===== config.mk =====
export PLATFORM = sky130hd
export DESIGN_NAME = wrapper_packet_framer_buffer
export DESIGN_NICKNAME = d
export VERILOG_FILES = /design/src/rtl/wrapper_packet_framer_buffer.sv
export SDC_FILE = /design/constraint.sdc
export NUM_CORES = 1
export LEC_CHECK = 0
export BUFFER_PORTS_ARGS = -buffer_cell sky130_fd_sc_hd__buf_2
export CAP_MARGIN = 20
export CORE_MARGIN = 5
export CORE_UTILIZATION = 40
export CTS_CLUSTER_DIAMETER = 30
export DETAILED_ROUTE_END_ITERATION = 6
export GPL_ROUTABILITY_DRIVEN = 0
export PLACE_DENSITY = 0.67
export SYNTH_ARGS = -nofsm -noshare
export SYNTH_HDL_FRONTEND = slang
export SYNTH_SLANG_ARGS = --single-unit

===== constraint.sdc =====
create_clock -name hclk -period 17.6 [get_ports hclk]
set_clock_uncertainty 0.15 [all_clocks]
set_input_delay 2.64 -clock hclk [delete_from_list [all_inputs] [get_ports hclk]]
set_output_delay 2.64 -clock hclk [all_outputs]
set_load 0.02 [all_outputs]

===== src/rtl/wrapper_packet_framer_buffer.sv =====
// wrapper_packet_framer_buffer: frames an unframed packet stream into blocks and buffers it in a FIFO
// with last/remain sideband for the downstream deconstructor.
module wrapper_packet_framer_buffer #(
  parameter int ADDRWIDTH = 11,
  parameter int PACKETWIDTH = 256,
  parameter int DEPTH = 4,
  localparam int PSW = ADDRWIDTH - $clog2(PACKETWIDTH/8),
  localparam int MAXBLK = 2**PSW,
  localparam int LW = $clog2(DEPTH) + 1
) (
  input  logic                   hclk,
  input  logic                   hresetn,
  input  logic                   flush,
  input  logic [PSW:0]           block_packets,
  input  logic [PACKETWIDTH-1:0] in_data,
  input  logic                   in_valid,
  output logic                   in_ready,
  output logic [PACKETWIDTH-1:0] packet_data,
  output logic                   packet_data_last,
  output logic [PSW-1:0]         packet_data_remain,
  output logic                   packet_data_valid,
  input  logic                   packet_data_ready,
  output logic [LW-1:0]          fifo_level,
  output logic                   block_done
);
  localparam int AW = $clog2(DEPTH);
  localparam int PW1 = PSW + 1;
  localparam int EW = PACKETWIDTH + PSW + 1;
  localparam logic [PSW:0] MAXB = PW1'(MAXBLK);
  typedef enum logic {IDLE, IN_BLK} state_t;
  state_t         state_q, state_d;
  logic [PSW-1:0] idx_q, idx_d;
  logic [PSW:0]   blk_len_q, blk_len_d, clamp, len, len_m1;
  logic [LW-1:0]  level_q, level_d;
  logic [AW-1:0]  wr_q, wr_d, rd_q, rd_d;
  logic           rdy_q, done_q, done_d;
  logic [EW-1:0]  mem_q [DEPTH];
  logic [EW-1:0]  head;
  logic [PSW-1:0] remain;
  logic           push, pop, last;
  always_comb begin
    clamp = block_packets == '0 ? PW1'(1) : (block_packets > MAXB ? MAXB : block_packets);
    len = state_q == IDLE ? clamp : blk_len_q;
    len_m1 = len - PW1'(1);
    last = len_m1 == {1'b0, idx_q};
    remain = PSW'(len_m1 - {1'b0, idx_q});
    // in_ready stays low until one clock after reset release
    in_ready = rdy_q && level_q != LW'(DEPTH) && !flush;
    packet_data_valid = level_q != '0;
    head = mem_q[rd_q];
    packet_data = packet_data_valid ? head[PACKETWIDTH-1:0] : '0;
    packet_data_remain = packet_data_valid ? head[EW-2:PACKETWIDTH] : '0;
    packet_data_last = packet_data_valid && head[EW-1];
    fifo_level = level_q;
    block_done = done_q;
    push = in_valid && in_ready;
    pop = packet_data_valid && packet_data_ready;
    state_d = state_q;
    idx_d = idx_q;
    blk_len_d = blk_len_q;
    wr_d = push ? wr_q + AW'(1) : wr_q;
    rd_d = pop ? rd_q + AW'(1) : rd_q;
    level_d = level_q + LW'(push) - LW'(pop);
    done_d = pop && head[EW-1];
    if (push) begin
      blk_len_d = len;
      idx_d = last ? '0 : idx_q + PSW'(1);
      state_d = last ? IDLE : IN_BLK;
    end
    if (flush) begin
      state_d = IDLE;
      idx_d = '0;
      wr_d = '0;
      rd_d = '0;
      level_d = '0;
      done_d = 1'b0;
    end
  end
  always_ff @(posedge hclk or negedge hresetn) begin
    if (!hresetn) begin
      state_q <= IDLE;
      idx_q <= '0;
      blk_len_q <= '0;
      wr_q <= '0;
      rd_q <= '0;
      level_q <= '0;
      done_q <= 1'b0;
      rdy_q <= 1'b0;
    end else begin
      state_q <= state_d;
      idx_q <= idx_d;
      blk_len_q <= blk_len_d;
      wr_q <= wr_d;
      rd_q <= rd_d;
      level_q <= level_d;
      done_q <= done_d;
      rdy_q <= 1'b1;
    end
  end
  always_ff @(posedge hclk) begin
    if (push) mem_q[wr_q] <= {last, remain, in_data};
  end
endmodule


==> reports/results.tsv <==
metric	value	unit
crit path DAT	4.00	ns
Hold Crit Depth	1	
Worst-Margin Slew	1.66	ns
async set-or-reset flop fraction in the synthesized netlist	2.14	%
Hold Buf Count CTS	0	
core region area	102000	sq um
final worst path period share	38.6	%
top_reg_cell synth	edfxtp_1	
hold_sp	blk_len_q[6]	
Final Power	8.66	mW
Overall Global Routing Usage	16.5	%
setup repair bufs after CTS	0	
DRT Pass-1 Iters	5	
Worst-path clk slew	0.05	ns
CTS tree	done	
Syn Area/Cell	22.5	sq um
dpl hpwl	54300	microns
Routed WL	91300	microns
sequential fraction of the synthesis area	78.2	%
# setup viols final	0	
final hold violation count	0	
r2r startpoint	fifo_level[1]	
Worst slew margin	-10.9	%
Vias/cell	4.99	
most frequent CP cell	buf_4	
clock buffer depth	3	
Min-Delay Path Class	reg -> reg	
input/output buffers	536	
Pwr per Cell Area	166	nW/um^2
minimum hold slack	0.365	ns
fin crit period	6.79	ns
sw frac	28.8	%
Post-CTS Resized	0	
Top delay family on crit path	buffers and inverters	
Area Growth Syn to Fin	27.2	%
Initial Utilization	40.4	%
Crit Path Category	reg -> out	
largest net degree at the start of global routing	149	
nets	2775	
clock share of power	43.3	%
first-pass GRT wire length	136000	microns
crit path buf inv count	3	
vias in the first global route	22000	
Combinational Power Share	22.6	%
Sequential Power Share	34.1	%
Num CTS Buffers	197	
RSZ-0062 raised after global routing	no	
WL/cell	22.5	microns
fmax	147	MHz
failing checks	slew limit	
Ports	537	
post-synth cell types	50	
Worst Setup End Kind	output port	
Post-synth EDFFs	1052	
R2R Path End	mem_q[0][235]	
maximum vdd ir drop	111	uV
clock tree root driver cell	clkbuf_16	
P_leak	18.0	nW
post-synth net total	2110	
Slowest-stage cell, CP	buf_4	
initial drt markers	1359	
Synth warnings	0	
WHS Endpoint	blk_len_q[6]	
DRC violations left	0	
die width	331	microns
total grt overflow	0	
Die Height	331	microns
H-tree Lvls	4	
Sw Pwr	2.49	mW
Post-Syn Area	41100	sq um
Pint	6.17	mW
Routed Antenna Nets	0	
share of cells above drive strength 1	44.0	%
DR vias	20300	
maxcap violations	0	
highest cell delay on the worst timing path	0.79	ns
Slew Limit Fails	77	
Sum Neg Setup Slack	0	ns
Skew-Pair Late Insertion Delay	0.74	ns
# rows	117	
CP startpoint kind	register	
reg-to-reg slack, setup	12.83	ns
Seq cells post-synth	1075	
CP Data Required Time	14.81	ns
crit-path cells	buf_4, buf_4, mux4_2, and2_1, buf_2	
initial antenna violation count	36	
status	finished with violations	
Synth Instances	1827	
DIE AREA	109000	sq um
Max FO, Critical Path	45	
Clock Sinks	1075	
Reg2Reg Depth	6	
cells in the mapped netlist (all sizes together), types with 2 or more instances:
cell	count	area [sq um]
and2	265	1660
xnor2	10	87.6
mux2	5	56.3
edfxtp	1052	31600
nand2	5	18.8
ha	13	163
xor2	6	52.6
mux4	263	5920
dfrtp	23	576
clkbuf	54	203
a21oi	8	43.8
nand2b	2	12.5
nor2b	6	37.5
and3	4	25.0
a22oi	2	15.0
o311a	2	20.0
inv	15	58.8
nand3	4	20.0
mux2i	4	40.0
fa	2	40.0
o21ai	2	10.0
buf	40	200
or2	2	12.5
nor3	6	40.0
o2bb2ai	3	26.3
nor2	14	55.1
cell type report:
class                           count  area, sq um
Fill cell                        7983        49600
Sequential cell                  1075        32200
Multi-Input combinational cell    643         8530
Clock buffer                      225         5100
Timing Repair Buffer              560         2950
Clock inverter                    144         1720
Tap cell                         1368         1710
Antenna cell                       31         77.6
Inverter                           15         58.8
worst register-to-register path, stage by stage, from the launching register on:
cell	delay (ns)
dfrtp_1	0.44
nor2_1	0.09
a21oi_2	0.25
and3_4	0.73
buf_4	0.81
buf_4	0.90
buf_4	0.96
logic make-up after synthesis:
| kind of cell | after synthesis | share of synthesized area (%) |
|---|---|---|
| AOI/OAI and AO/OA | 23 | 0.435 |
| buffers and inverters | 109 | 1.12 |
| other | 1 | 0.00912 |
| and+or+nand+nor | 316 | 4.77 |
| xor gates and xnor gates | 16 | 0.341 |
| adders and majority gates | 15 | 0.493 |
| DFF | 1075 | 78.2 |
| muxes | 272 | 14.6 |
metrics by stage:
step / worst slack, ns / instances / instance area (sq um) / util (%)
after floorplan: 7.61 / 1827 / 41100 / -
after global placement: 10.36 / 3659 / 45400 / 44.5
after detailed placement: 10.31 / 3659 / 45400 / 44.5
after CTS: 10.04 / 4028 / 52200 / 51.2
after global routing: 10.36 / 4045 / 52300 / 51.3
final: 10.81 / 4061 / 52300 / 51.3
state kept, by name, summed over array words and instances, names as in the netlist:
register,flops
idx_q,6
rd_q,2
rdy_q,1
fifo_level,3
wr_q,2
mem_q,1052
block_done,1
blk_len_q,7
state_q,1
routing by layer:
metal	up-vias	track usage (%)	routed length (microns)
met5	-	0	114
met3	170	6.32	7580
li1	8907	-	-
met2	663	27.6	47500
met4	16	6.34	2400
met1	10500	19.5	33700
power by group through the flow:
stage	registers (mW)	logic (mW)	clock network, mW
finish	2.95	1.96	3.75
global route	2.95	2.11	3.96
CTS	2.97	1.98	3.82
detailed placement	3.02	1.96	0
global placement	3.01	1.95	0
floorplan	2.99	1.35	0
worst max-delay path by stage:
stage                     depth (start not counted)  slack, ns               to  startpoint
after floorplan                                   3       7.61      mem_q[3][0]       flush
after global routing                              5      10.36  packet_data[37]     rd_q[0]
after global placement                            7      10.36    mem_q[0][231]       flush
final                                             5      10.81  packet_data[37]     rd_q[0]
after detailed placement                          7      10.31    mem_q[0][231]       flush
after CTS                                         5      10.04  packet_data[31]     rd_q[0]
cells in the final DEF, fill, tap and decap left out, types with 6 or more instances in the layout:
master	count
xor2_1	6
clkinv_1	19
ha_1	13
clkinv_2	28
buf_2	536
a21oi_1	7
xnor2_1	10
bufinv_16	24
buf_4	18
dfrtp_1	21
clkinv_4	18
and2_1	264
edfxtp_1	1052
inv_6	16
nor2b_1	6
clkbuf_16	199
mux4_2	263
inv_1	14
clkbuf_1	24
nor2_1	13
diode_2	31
clkinv_16	6
clkinvlp_4	25
Note: power is estimated with default switching activity, not from simulation.
